===== src/rtl/instr_prefetch_queue_if.sv =====
// ---------------------------------------------------------------------------
// instr_prefetch_queue_if
//
// Bundles the two buses of the instruction prefetch queue:
//   - program RAM side : ram_read_en, ram_addr (to RAM), ram_dout (from RAM)
//   - consumer side    : instr_out, instr_pc, instr_vld (to processor),
//                        instr_rdy (from processor)
//
// Modports:
//   master : the prefetch queue itself (drives RAM requests and the head entry)
//   slave  : the environment (RAM model + consuming data path)
// ---------------------------------------------------------------------------
interface instr_prefetch_queue_if #(
    parameter int ADDR_W = 8
);
    logic              ram_read_en;
    logic [ADDR_W-1:0] ram_addr;
    logic [15:0]       ram_dout;

    logic [15:0]       instr_out;
    logic [ADDR_W-1:0] instr_pc;
    logic              instr_vld;
    logic              instr_rdy;

    modport master (
        output ram_read_en,
        output ram_addr,
        input  ram_dout,
        output instr_out,
        output instr_pc,
        output instr_vld,
        input  instr_rdy
    );

    modport slave (
        input  ram_read_en,
        input  ram_addr,
        output ram_dout,
        input  instr_out,
        input  instr_pc,
        input  instr_vld,
        output instr_rdy
    );
endinterface


===== src/rtl/instr_prefetch_queue.sv =====
// ---------------------------------------------------------------------------
// instr_prefetch_queue
//
// Instruction fetch stage between the 16x1024 program RAM and the
// simple_proc_data_proc data path. Issues sequential program reads, buffers
// the returned words with their fetch address in a DEPTH-entry FIFO and
// presents the head entry with a valid/ready handshake. A redirect flushes
// everything and restarts fetching at a new address; fetching stops once the
// halt word has been enqueued.
//
// Ports:
//   clk            in   system clock, rising edge
//   rst_n          in   asynchronous active-low reset
//   start          in   level, enables fetching
//   redirect       in   1-cycle pulse: flush and refetch from redirect_addr
//   redirect_addr  in   new fetch address
//   halted         out  halt word enqueued, fetching stopped
//   fill_level     out  entries currently held in the queue
//   bus (master)   ram_read_en/ram_addr/ram_dout toward program RAM,
//                  instr_out/instr_pc/instr_vld/instr_rdy toward consumer
//   stall_cnt      out  (only with IFQ_STALL_CNT_EN) saturating count of
//                  cycles spent fetching with nothing to present
//
// Optional feature macro: IFQ_STALL_CNT_EN
// ---------------------------------------------------------------------------
module instr_prefetch_queue #(
    parameter int          DEPTH     = 4,
    parameter int          ADDR_W    = 8,
    parameter logic [15:0] HALT_WORD = 16'h3c00
) (
    input  logic                     clk,
    input  logic                     rst_n,
    input  logic                     start,
    input  logic                     redirect,
    input  logic [ADDR_W-1:0]        redirect_addr,
    output logic                     halted,
    output logic [$clog2(DEPTH):0]   fill_level,
    instr_prefetch_queue_if.master   bus
`ifdef IFQ_STALL_CNT_EN
    ,
    output logic [15:0]              stall_cnt
`endif
);

    localparam int PTR_W = $clog2(DEPTH);
    localparam int CNT_W = PTR_W + 1;

    localparam logic [1:0] ST_IDLE   = 2'd0;
    localparam logic [1:0] ST_FETCH  = 2'd1;
    localparam logic [1:0] ST_HALTED = 2'd2;

    logic [1:0]        state;
    logic [ADDR_W-1:0] fetch_ptr;

    logic              issue_p0;
    logic              vld_p1;      // a read issued last cycle returns now
    logic [ADDR_W-1:0] addr_p1;     // address of that read

    logic [15:0]       mem_word [DEPTH];
    logic [ADDR_W-1:0] mem_pc   [DEPTH];
    logic [PTR_W-1:0]  rd_ptr;
    logic [PTR_W-1:0]  wr_ptr;
    logic [CNT_W-1:0]  count;
    logic [15:0]       head_word;
    logic [ADDR_W-1:0] head_pc;

    logic              push;
    logic              pop;
    logic              halt_hit;
    logic [CNT_W:0]    occupancy;
    logic [CNT_W-1:0]  count_after_pop;
    logic [PTR_W-1:0]  rd_ptr_pop;

    assign pop  = (count != '0) && bus.instr_rdy;
    // A return in the redirect cycle belongs to the old stream.
    assign push = vld_p1 && !redirect;
    assign halt_hit = push && (bus.ram_dout == HALT_WORD);

    // Entries that will exist once the current return is pushed and the
    // current pop is taken; a new read is only safe if that leaves room.
    always_comb begin
        occupancy       = {1'b0, count} + (CNT_W+1)'(vld_p1) - (CNT_W+1)'(pop);
        count_after_pop = count - CNT_W'(pop);
        rd_ptr_pop      = rd_ptr + PTR_W'(pop);
        issue_p0        = (state == ST_FETCH) && start && !redirect &&
                          (occupancy < (CNT_W+1)'(DEPTH));
    end

    // ---- stage 0: read issue toward program RAM ----
    assign bus.ram_read_en = issue_p0;
    assign bus.ram_addr    = fetch_ptr;

    // ---- stage 1: RAM return, FIFO push/pop, head register ----
    always_ff @(posedge clk or negedge rst_n) begin
        if (!rst_n) begin
            state     <= ST_IDLE;
            fetch_ptr <= '0;
            vld_p1    <= 1'b0;
            rd_ptr    <= '0;
            wr_ptr    <= '0;
            count     <= '0;
            head_word <= '0;
            head_pc   <= '0;
        end else if (redirect) begin
            // Head register keeps its last value so an empty queue still
            // shows the most recent instruction.
            state     <= start ? ST_FETCH : ST_IDLE;
            fetch_ptr <= redirect_addr;
            vld_p1    <= 1'b0;
            rd_ptr    <= '0;
            wr_ptr    <= '0;
            count     <= '0;
        end else begin
            // A read issued alongside the halt-word push is dropped on return.
            vld_p1 <= issue_p0 && !halt_hit;
            if (issue_p0)
                fetch_ptr <= fetch_ptr + 1'b1;

            case (state)
                ST_IDLE:  if (start)    state <= ST_FETCH;
                ST_FETCH: if (halt_hit) state <= ST_HALTED;
                default:                state <= state;
            endcase

            if (push)
                wr_ptr <= wr_ptr + 1'b1;
            if (pop)
                rd_ptr <= rd_ptr_pop;
            count <= count + CNT_W'(push) - CNT_W'(pop);

            // Next head is either an entry already stored or, when the queue
            // drains to empty this edge, the word being pushed right now.
            if (count_after_pop != '0) begin
                head_word <= mem_word[rd_ptr_pop];
                head_pc   <= mem_pc[rd_ptr_pop];
            end else if (push) begin
                head_word <= bus.ram_dout;
                head_pc   <= addr_p1;
            end
        end
    end

    always_ff @(posedge clk) begin
        if (issue_p0)
            addr_p1 <= fetch_ptr;
        if (push) begin
            mem_word[wr_ptr] <= bus.ram_dout;
            mem_pc[wr_ptr]   <= addr_p1;
        end
    end

    assign bus.instr_vld = (count != '0);
    assign bus.instr_out = head_word;
    assign bus.instr_pc  = head_pc;
    assign halted        = (state == ST_HALTED);
    assign fill_level    = count;

`ifdef IFQ_STALL_CNT_EN
    always_ff @(posedge clk or negedge rst_n) begin
        if (!rst_n)
            stall_cnt <= '0;
        else if (redirect)
            stall_cnt <= '0;
        else if ((count == '0) && (state == ST_FETCH) && start &&
                 (stall_cnt != 16'hFFFF))
            stall_cnt <= stall_cnt + 16'd1;
    end
`endif

    // Issue gating must never let a return land in a full queue.
    assert property (@(posedge clk) disable iff (!rst_n)
                     push |-> (count < CNT_W'(DEPTH)));

endmodule

===== src/flat_wrapper.sv =====
// flat-port wrapper written by rule: the top's interface ports become plain ports
module instr_prefetch_queue_flat 
#(
    parameter int          DEPTH     = 4,
    parameter int          ADDR_W    = 8,
    parameter logic [15:0] HALT_WORD = 16'h3c00
)
  (clk, rst_n, start, redirect, redirect_addr, halted, fill_level, bus_ram_read_en, bus_ram_addr, bus_ram_dout, bus_instr_out, bus_instr_pc, bus_instr_vld, bus_instr_rdy);
  instr_prefetch_queue_if #(.ADDR_W(ADDR_W)) bus_i ();
  input  logic clk;
  input  logic rst_n;
  input  logic start;
  input  logic redirect;
  input  logic [ADDR_W-1:0] redirect_addr;
  output logic halted;
  output logic [$clog2(DEPTH):0] fill_level;
  output wire logic [$bits(bus_i.ram_read_en)-1:0] bus_ram_read_en;
  output wire logic [$bits(bus_i.ram_addr)-1:0] bus_ram_addr;
  input wire logic [$bits(bus_i.ram_dout)-1:0] bus_ram_dout;
  output wire logic [$bits(bus_i.instr_out)-1:0] bus_instr_out;
  output wire logic [$bits(bus_i.instr_pc)-1:0] bus_instr_pc;
  output wire logic [$bits(bus_i.instr_vld)-1:0] bus_instr_vld;
  input wire logic [$bits(bus_i.instr_rdy)-1:0] bus_instr_rdy;
  assign bus_ram_read_en = bus_i.ram_read_en;
  assign bus_ram_addr = bus_i.ram_addr;
  assign bus_i.ram_dout = bus_ram_dout;
  assign bus_instr_out = bus_i.instr_out;
  assign bus_instr_pc = bus_i.instr_pc;
  assign bus_instr_vld = bus_i.instr_vld;
  assign bus_i.instr_rdy = bus_instr_rdy;
  instr_prefetch_queue #(.DEPTH(DEPTH), .ADDR_W(ADDR_W), .HALT_WORD(HALT_WORD)) u_core (.clk(clk), .rst_n(rst_n), .start(start), .redirect(redirect), .redirect_addr(redirect_addr), .halted(halted), .fill_level(fill_level), .bus(bus_i));
endmodule

===== config.mk =====
export PLATFORM = sky130hd
export DESIGN_NAME = instr_prefetch_queue_flat
export DESIGN_NICKNAME = d
export VERILOG_FILES = /design/src/rtl/instr_prefetch_queue_if.sv /design/src/rtl/instr_prefetch_queue.sv /design/src/flat_wrapper.sv
export SDC_FILE = /design/constraint.sdc
export NUM_CORES = 1
export LEC_CHECK = 0
export ABC_CLOCK_PERIOD_IN_PS = 6300
export BUFFER_PORTS_ARGS = -buffer_cell sky130_fd_sc_hd__buf_2
export CORE_ASPECT_RATIO = 0.8
export CORE_UTILIZATION = 50
export CTS_BUF_LIST = sky130_fd_sc_hd__clkbuf_8
export CTS_CLUSTER_SIZE = 20
export DETAILED_ROUTE_END_ITERATION = 10
export GPL_TIMING_DRIVEN = 0
export PLACE_DENSITY = 0.76
export SETUP_SLACK_MARGIN = 0.05
export SYNTH_ARGS = -nofsm -noshare
export SYNTH_HDL_FRONTEND = slang
export SYNTH_SLANG_ARGS = --single-unit
export TNS_END_PERCENT = 50

===== constraint.sdc =====
create_clock -name clk -period 6.3 [get_ports clk]
set_clock_uncertainty 0.1 [all_clocks]
set_input_delay 0.945 -clock clk [delete_from_list [all_inputs] [get_ports clk]]
set_output_delay 0.945 -clock clk [all_outputs]
set_load 0.05 [all_outputs]

==> results of run 1 <==
metrics by stage:
step                hold slack, ns  utilization [%]  area, um2  instances  power [mW]
floorplan                    0.382                -       5900        351        2.11
global placement             0.389             55.7       6420        565        2.35
detailed placement           0.396             55.7       6420        565        2.38
CTS                          0.416             59.4       6840        597        3.15
global route                 0.441             59.4       6840        597        3.28
finish                       0.412             59.4       6840        597        3.12
metal layers:
metal / global-route usage (%) / vias up / part of all wire [%]
met5: 0 / - / 0
met4: 6.86 / 0 / 1.0
met3: 5.62 / 9 / 7.1
met2: 33.2 / 155 / 49
met1: 29.0 / 1769 / 43
li1: - / 1552 / -
worst paths after layout:
path | to | slack [ns] | cells past startpoint
worst max-delay path | bus_ram_read_en | 1.65 | 11
worst min-delay path | u_core.bus.instr_pc[2] | 0.41 | 2
worst max register to register | u_core.bus.instr_out[11] | 2.73 | 8
worst min register to register | u_core.bus.instr_pc[2] | 0.41 | 2
max in group asynchronous | u_core.fill_level[1] | 4.82 | 1
min in group asynchronous | u_core.bus.instr_out[14] | 0.61 | 1
power by group through the flow:
stage / Clock, mW / Combinational (mW) / Sequential [mW]
after floorplan: 0 / 0.567 / 1.54
after global placement: 0 / 1.11 / 1.24
after detailed placement: 0 / 1.13 / 1.25
after CTS: 0.784 / 1.13 / 1.23
after global routing: 0.825 / 1.22 / 1.24
final: 0.774 / 1.13 / 1.23
tightest hold or removal path, stage by stage, from the launching register on:
cell and delay, ns:
dfrtp_1 0.35, a222oi_1 0.09, inv_1 0.05
cell usage after synthesis, drive strengths merged, types with 2 or more instances:
master | n | area, um2
mux2i | 5 | 50.1
inv | 35 | 131
clkbuf | 11 | 41.3
ha | 12 | 150
buf | 4 | 25.0
edfxtp | 104 | 3120
nand3 | 4 | 20.0
a31oi | 5 | 31.3
nor2 | 16 | 60.1
o21ai | 8 | 40.0
nor4 | 3 | 18.8
or3b | 2 | 17.5
xor2 | 4 | 35.0
nor3 | 5 | 25.0
and2 | 5 | 31.3
xnor2 | 3 | 26.3
a21oi | 3 | 18.8
a222oi | 24 | 240
nand2 | 8 | 30.0
a22oi | 3 | 22.5
mux4 | 24 | 541
nor2b | 5 | 31.3
dfrtp | 42 | 1050
or3 | 4 | 26.3
cell type report:
type	count	area share (%)
Sequential cell	146	61.0
Multi-Input combinational cell	155	22.4
Timing Repair Buffer	66	4.83
Clock buffer	18	3.62
Tap cell	148	2.71
Clock inverter	14	2.56
Inverter	35	1.92
Buffer	15	0.969
sequential cells by signal, summed over array words and instances, names as in the netlist:
register,flops
u_core.bus.instr_out,16
u_core.rd_ptr,2
u_core.bus.instr_pc,8
u_core.wr_ptr,2
u_core.mem_pc,32
u_core.bus.ram_addr,8
u_core.fill_level,3
u_core.addr_p1,8
u_core.state,2
u_core.vld_p1,1
u_core.mem_word,64
kinds of logic (layout without fill, tap and decap cells):
kind of cell,count (synthesis),in the layout,share of synthesized area [%]
flops,146,146,70.7
compound gates,47,47,6.61
buf+inv,50,148,3.35
simple gates,59,59,5.41
xor+xnor,7,7,1.04
mux,29,29,10.0
fa+ha+maj,13,13,2.88
==> metrics.md, run 1 <==
| Metric | Value |
|---|---|
| Status | `complete, no violations` |
| CTS Root Buffer Type | `clkbuf_8` |
| Diodes inserted | `0` |
| Most common cell after layout, fill and taps aside | `edfxtp_1` |
| Worst slew margin | `12.2%` |
| CP required | `5.25 ns` |
| Synthesized flop and latch total | `146` |
| Worst-Margin Slew | `1.32 ns` |
| Vias in the first global route | `3506` |
| P_int | `1.95 mW` |
| Hpwl dp | `7670 um` |
| 1st-pass router iterations | `5` |
| Antenna Violating Nets Remaining | `0` |
| CP Max Fanout | `10` |
| Crit path from | `u_core.fill_level[2]` |
| Vias per cell | `5.84` |
| Pwr per Cell Area | `457 nW/um2` |
| Final Hold Fails | `0` |
| GP Congestion | `0.815` |
| Share of layout cells above drive strength 1 | `28.1%` |
| Die area | `12200 um2` |
| Row cnt | `35` |
| Slowest-stage cell, CP | `or3_2` |
| CTS clock-pin slew for the worst setup and hold paths | `0.08 ns` |
| Final net count | `478` |
| TritonCTS sink count | `146` |
| Antenna violations before repair | `0` |
| WL/cell | `19.8 um` |
| Gate power share | `36.0%` |
| Syn Inst Count | `351` |
| Minimum clock period | `4.65 ns` |
| CP Capture Type | `output pin` |
| RSZ-0062 raised after global routing | `no` |
| Startpoint types | `flip-flop` |
| GR Util All Layers | `21.1%` |
| Initial DRC Count | `388` |
| Fill cells | `894` |
| Port bufs | `66` |
| WS Path Type | `reg -> out` |
| VDD IR max | `238 uV` |
| Hold Path Origin | `u_core.bus.instr_pc[2]` |
| Ports | `67` |
| CTS tree | `built` |
| Final setup margin | `1.65 ns` |
| Detailed-route DRC error count | `0` |
| WP buf/inv | `4` |
| Predominant post-synthesis flop cell | `edfxtp_1` |
| Initial Util | `51.3%` |
| Postcts setup bufs | `0` |
| EDFF count, synth | `104` |
| FMAX | `215 MHz` |
| Switching Fraction | `37.7%` |
| Avg Inst Size Synth | `16.8 um2` |
| Worst hold path type | `reg -> reg` |
| Sequential share of the synthesized area | `70.7%` |
| Core area | `11500 um2` |
| Vias | `3485` |
| NetSw | `1.18 mW` |
| Largest net degree at the start of global routing | `43` |
| Setup TNS | `0 ns` |
| Crit path max-delay family | `buffers and inverters` |
| Cell variety after synth | `41` |
| Crit share post-route | `73.8%` |
| Pre-CTS WS | `2.05 ns` |
| Synth Warn # | `0` |
| Async S/R FF share, synth | `28.8%` |
| Critical Path AT | `3.60 ns` |
| Register area | `4170 um2` |
| Clock buffer depth | `2` |
| Die Wd | `123 um` |
| First-pass GRT wire length | `18400 um` |
| Clk Latency, worst-skew pair | `0.44 ns` |
| Clock share of power | `24.8%` |
| # hold bufs at CTS | `0` |
| CTS resizes | `0` |
| GR Overflow Total | `0` |
| Inserted Clock Buffers | `17` |
| Post-Syn Area | `5900 um2` |
| Final-report max-slew violation count | `0` |
| Total of max-cap violations | `0` |
| CP Cell Sequence | `or3_2 > and2_1 > ha_1 > inv_1 > ha_1 > o21ai_0 > a2111oi_1 > a21oi_2 > buf_6 > inv_1 > buf_2` |
| Die height | `99.2 um` |
| Reg power frac | `39.2%` |
| Area grow syn2layout | `15.9%` |
| H-tree Lvls | `4` |
| Leak | `2.64 nW` |
| Reg2reg start | `u_core.fill_level[2]` |
| Multi-input gate area | `1530 um2` |
| Most frequent cells in the layout | `104 x edfxtp_1, 68 x buf_2, 42 x dfrtp_1` |
| Slowest stage delay, CP | `0.51 ns` |
| Final setup fails | `0` |
| Net Count, Synth | `393` |
| Final WL | `11800 um` |
(Power assumes the default switching activity.)
==> run 2, diff against run 1 <==
--- a/config.mk
+++ b/config.mk
@@ -5,7 +5,7 @@
 export SDC_FILE = /design/constraint.sdc
 export NUM_CORES = 1
 export LEC_CHECK = 0
-export ABC_CLOCK_PERIOD_IN_PS = 6300
+export ABC_CLOCK_PERIOD_IN_PS = 3900
 export BUFFER_PORTS_ARGS = -buffer_cell sky130_fd_sc_hd__buf_2
 export CORE_ASPECT_RATIO = 0.8
 export CORE_UTILIZATION = 50
@@ -13,7 +13,7 @@
 export CTS_CLUSTER_SIZE = 20
 export DETAILED_ROUTE_END_ITERATION = 10
 export GPL_TIMING_DRIVEN = 0
-export PLACE_DENSITY = 0.76
+export PLACE_DENSITY = 0.79
 export SETUP_SLACK_MARGIN = 0.05
 export SYNTH_ARGS = -nofsm -noshare
 export SYNTH_HDL_FRONTEND = slang
==> constraint.sdc (replaced) <==
create_clock -name clk -period 3.9 [get_ports clk]
set_clock_uncertainty 0.1 [all_clocks]
set_input_delay 0.585 -clock clk [delete_from_list [all_inputs] [get_ports clk]]
set_output_delay 0.585 -clock clk [all_outputs]
set_load 0.05 [all_outputs]
==> metrics.md, run 2 (synthesis gave the netlist of run 1 again) <==
| Metric | Value |
|---|---|
| Status | `complete, no violations` |
| Fin util | `59.6%` |
| Vias in the first global route | `3518` |
| Share of layout cells above drive strength 1 | `29.6%` |
| Inserted Clock Buffers | `17` |
| CP Capture Type | `output pin` |
| WL/cell | `19.6 um` |
| Startpoint types | `flip-flop` |
| Biggest register | `u_core.mem_word` |
| Core area | `11500 um2` |
| # hold bufs at CTS | `0` |
| Power, Total | `5.06 mW` |
| Critical Path AT | `2.97 ns` |
| Vias | `3459` |
| VDD IR max | `544 uV` |
| Crit share post-route | `93.7%` |
| Reg2reg start | `u_core.fill_level[2]` |
| Vias per cell | `5.78` |
| Worst hold path type | `in -> async` |
| H-tree Lvls | `4` |
| Initial Util | `51.3%` |
| CP required | `3.21 ns` |
| Hpwl dp | `7430 um` |
| First-pass GRT wire length | `18500 um` |
| Area grow syn2layout | `16.3%` |
| CTS clock-pin slew for the worst setup and hold paths | `0.07 ns` |
| Setup slack, reg-to-reg | `0.41 ns` |
| Minimum clock period | `3.65 ns` |
| TritonCTS sink count | `146` |
| Crit path from | `u_core.fill_level[2]` |
| Worst reg-to-reg path cell count | `8` |
| Antenna violations before repair | `0` |
| RSZ-0062 raised after global routing | `no` |
| Dpl cells | `565` |
| Final WL | `11700 um` |
| Ports | `67` |
| GR Util All Layers | `21.1%` |
| Clk Latency, worst-skew pair | `0.43 ns` |
| 1st-pass router iterations | `5` |
| Most common cell after layout, fill and taps aside | `edfxtp_1` |
| WS Path Type | `reg -> out` |
| Largest net degree at the start of global routing | `43` |
| Fin area | `6860 um2` |
| CTS Root Buffer Type | `clkbuf_8` |
| GR Overflow Total | `0` |
| Initial DRC Count | `395` |
| Crit path to | `bus_ram_read_en` |
| Worst-Margin Slew | `1.31 ns` |
| Leak | `2.64 nW` |
| Die Wd | `123 um` |
| CTS tree | `built` |
| Antenna Violating Nets Remaining | `0` |
| Reg2reg end | `u_core.bus.instr_out[15]` |
| Port bufs | `66` |
| GP Congestion | `0.828` |
| Total of max-cap violations | `0` |
| Finished Layout Cells | `598` |
| Worst slew margin | `12.5%` |
| Row cnt | `35` |
| Final-report max-slew violation count | `0` |
| Die height | `99.2 um` |
| Die area | `12200 um2` |
| Clock buffer depth | `2` |
| Fill cells | `859` |
| Pwr per Cell Area | `737 nW/um2` |
| Setup TNS | `0 ns` |
| Detailed-route DRC error count | `0` |
| Final setup fails | `0` |
| Area after DPL | `6420 um2` |
| Final net count | `480` |
| Final Hold Fails | `0` |
| FMAX | `274 MHz` |
| Diodes inserted | `0` |
| CP Max Fanout | `10` |
| Most frequent cells in the layout | `104 x edfxtp_1, 67 x buf_2, 41 x dfrtp_1` |
| Max FFs per register | `64` |
-- run 2: cell types whose count changed in the layout (fill, tap and decap cells not counted), sizes merged --
cell / delta
buf: +2
clkinvlp: +2
inv: -2
clkbuf: -1
-- run 2: metrics by stage --
stage,hold slack [ns],worst slack (ns)
4_1_cts,0.263,0.0502
3_5_place_dp,0.400,0.193
6_report,0.235,0.247
2_1_floorplan,0.189,0.133
5_1_grt,0.258,0.0723
3_3_place_gp,0.388,0.238
-- run 2: power by group --
group	internal, mW	switching [mW]	total, mW
combinational	0.661	1.22	1.88
sequential	1.85	0.123	1.98
clock	0.627	0.572	1.20
-- run 2: routing by layer --
metal | part of all wire (%) | track usage [%] | up-vias | wire (um)
li1 | - | - | 1555 | -
met1 | 43 | 27.8 | 1762 | 5030
met2 | 50 | 34.0 | 131 | 5870
met3 | 6.1 | 6.02 | 11 | 715
met4 | 0.96 | 7.14 | 0 | 113
met5 | 0 | 0 | - | 0
-- run 2: worst min-delay path by stage --
| stage | from | endpoint |
|---|---|---|
| after global placement | u_core.bus.instr_out[4] | u_core.bus.instr_out[4] |
| after floorplan | rst_n | u_core.bus.instr_out[0] |
| after detailed placement | u_core.bus.instr_out[10] | u_core.bus.instr_out[10] |
| final | rst_n | u_core.fill_level[0] |
| after global routing | redirect_addr[0] | u_core.bus.ram_addr[0] |
| after CTS | redirect_addr[0] | u_core.bus.ram_addr[0] |
-- run 2: worst max-delay path: stages (launching register included) --
cell and delay, ns:
dfrtp_2 0.46, or3_2 0.50, and2_4 0.20, ha_1 0.19, inv_2 0.09, ha_4 0.14
o21ai_1 0.09, a2111oi_2 0.40, a21oi_2 0.08, buf_6 0.16, clkinvlp_4 0.08, buf_6 0.15
-- run 2: final cells by class --
class	count	area, um2	share of cell area [%]
inverters	35	135	1.97
flip-flops and latches	146	4180	60.8
well taps	148	185	2.70
repair buffers	68	352	5.12
plain buffers	15	66.3	0.966
clock buffers	17	234	3.41
clock inverters	14	165	2.41
multi-input cells	155	1550	22.6
-- run 2: repair_timing --
item / in CTS / in global routing
pin swaps: 1 / 1
setup endpoints to repair: 1 / 1
setup buffers: 1 / 1
resized for setup: 4 / 6
==> run 3, diff against run 2 <==
--- a/config.mk
+++ b/config.mk
@@ -5,7 +5,7 @@
 export SDC_FILE = /design/constraint.sdc
 export NUM_CORES = 1
 export LEC_CHECK = 0
-export ABC_CLOCK_PERIOD_IN_PS = 3900
+export ABC_CLOCK_PERIOD_IN_PS = 4600
 export BUFFER_PORTS_ARGS = -buffer_cell sky130_fd_sc_hd__buf_2
 export CORE_ASPECT_RATIO = 0.8
 export CORE_UTILIZATION = 50
@@ -13,7 +13,8 @@
 export CTS_CLUSTER_SIZE = 20
 export DETAILED_ROUTE_END_ITERATION = 10
 export GPL_TIMING_DRIVEN = 0
-export PLACE_DENSITY = 0.79
+export MAX_ROUTING_LAYER = met4
+export PLACE_DENSITY = 0.76
 export SETUP_SLACK_MARGIN = 0.05
 export SYNTH_ARGS = -nofsm -noshare
 export SYNTH_HDL_FRONTEND = slang
==> constraint.sdc (replaced) <==
create_clock -name clk -period 4.6 [get_ports clk]
set_clock_uncertainty 0.1 [all_clocks]
set_input_delay 0.69 -clock clk [delete_from_list [all_inputs] [get_ports clk]]
set_output_delay 0.69 -clock clk [all_outputs]
set_load 0.05 [all_outputs]
==> metrics.md, run 3 (synthesis gave the netlist of run 1 again) <==
| Metric | Value |
|---|---|
| CP Capture Type | `output pin` |
| Worst hold path type | `in -> async` |
| Dpl cells | `565` |
| Clk Latency, worst-skew pair | `0.44 ns` |
| Share of layout cells above drive strength 1 | `28.5%` |
| Worst reg-to-reg path cell count | `8` |
| Row cnt | `35` |
| Minimum clock period | `4.29 ns` |
| Grt met2 use | `33.2%` |
| Worst-Margin Slew | `1.31 ns` |
| CP required | `3.81 ns` |
| CP Max Fanout | `10` |
| Startpoint types | `flip-flop` |
| Final-report max-slew violation count | `0` |
| Most common cell after layout, fill and taps aside | `edfxtp_1` |
| Biggest register | `u_core.mem_word` |
| Final net count | `478` |
| Fill cells | `892` |
| Detailed-route DRC error count | `0` |
| Critical Path AT | `3.50 ns` |
| Vias per cell | `5.81` |
| Crit path from | `u_core.fill_level[2]` |
| Vias | `3466` |
| Port bufs | `66` |
| Antenna Violating Nets Remaining | `0` |
| GP Congestion | `0.827` |
| Status | `complete, no violations` |
| Setup slack, reg-to-reg | `1.03 ns` |
| Core area | `11500 um2` |
| Die height | `99.2 um` |
| CTS tree | `built` |
| VDD IR max | `325 uV` |
| Hpwl dp | `7670 um` |
| Power, Total | `4.29 mW` |
| Gr busiest metal | `met2` |
| Fin area | `6850 um2` |
| Pwr per Cell Area | `626 nW/um2` |
| Vias in the first global route | `3504` |
| Pre-CTS WS | `0.642 ns` |
| Reg2reg start | `u_core.fill_level[2]` |
| Crit share post-route | `93.2%` |
| CTS resizes | `0` |
| Die area | `12200 um2` |
| Total of max-cap violations | `0` |
| GR met3 Demand/Resource | `5.56%` |
| Area grow syn2layout | `16.0%` |
| Postcts setup bufs | `0` |
| Die Wd | `123 um` |
| Inserted Clock Buffers | `17` |
| Diodes inserted | `0` |
| H-tree Lvls | `4` |
| Finished Layout Cells | `597` |
| Worst slew margin | `12.8%` |
| Crit path to | `bus_ram_read_en` |
| Reg2reg end | `u_core.bus.instr_out[11]` |
| Initial DRC Count | `316` |
| FMAX | `233 MHz` |
| Clock buffer depth | `2` |
| GR Overflow Total | `0` |
| Antenna violations before repair | `0` |
| 1st-pass router iterations | `5` |
| TritonCTS sink count | `146` |
| Ports | `67` |
| Final setup fails | `0` |
| Final Hold Fails | `0` |
| First-pass GRT wire length | `18400 um` |
| Area after DPL | `6420 um2` |
| # hold bufs at CTS | `0` |
| Largest net degree at the start of global routing | `43` |
| Most frequent cells in the layout | `104 x edfxtp_1, 68 x buf_2, 42 x dfrtp_1` |
| Final setup margin | `0.314 ns` |
| GR Util All Layers | `21.8%` |
| Max FFs per register | `64` |
| CTS Root Buffer Type | `clkbuf_8` |
| RSZ-0062 raised after global routing | `no` |
| Leak | `2.63 nW` |
| Initial Util | `51.3%` |
| WL/cell | `19.8 um` |
| WS Path Type | `reg -> out` |
| CTS clock-pin slew for the worst setup and hold paths | `0.08 ns` |
| Final WL | `11800 um` |
| Setup TNS | `0 ns` |
| Met1 Track Usage GR | `29.0%` |
run 3: area by class of cell:
class / count / area [um2] / area share, %
Timing Repair Buffer: 66 / 330 / 4.82
Inverter: 35 / 135 / 1.97
Multi-Input combinational cell: 155 / 1540 / 22.4
Tap cell: 148 / 185 / 2.70
Clock inverter: 14 / 175 / 2.56
Buffer: 15 / 66.3 / 0.968
Clock buffer: 18 / 248 / 3.62
Sequential cell: 146 / 4170 / 60.9
run 3: worst min path at each step:
stage	to	start
finish	u_core.bus.instr_out[14]	rst_n
global route	u_core.mem_word[2][2]	bus_ram_dout[2]
CTS	u_core.bus.ram_addr[0]	redirect_addr[0]
detailed placement	u_core.bus.instr_out[8]	u_core.bus.instr_out[8]
global placement	u_core.bus.instr_out[5]	u_core.bus.instr_out[5]
floorplan	u_core.bus.instr_out[0]	rst_n
run 3: per-stage QoR:
step / util, % / hold slack (ns)
5_1_grt: 59.5 / 0.378
3_5_place_dp: 55.7 / 0.396
3_3_place_gp: 55.7 / 0.389
6_report: 59.5 / 0.343
2_1_floorplan: - / 0.294
4_1_cts: 59.4 / 0.354
run 3: report_power, final:
part | leakage [nW] | internal, mW | switching [mW] | total, mW
combinational | 0.967 | 0.536 | 1.01 | 1.55
sequential | 1.46 | 1.57 | 0.107 | 1.68
clock | 0.209 | 0.559 | 0.501 | 1.06
run 3: metal layers:
metal,wire length (um),vias up
met5,0,-
met2,5820,137
met3,856,12
li1,-,1557
met4,121,0
met1,5030,1760
run 3: critical path, cell delays in order, from the launching register on:
cell	delay [ns]
dfrtp_1	0.48
or3_2	0.51
and2_1	0.26
ha_1	0.21
inv_1	0.09
ha_1	0.20
o21ai_0	0.16
a2111oi_2	0.44
a21oi_2	0.09
buf_6	0.16
clkinvlp_4	0.16
buf_2	0.29
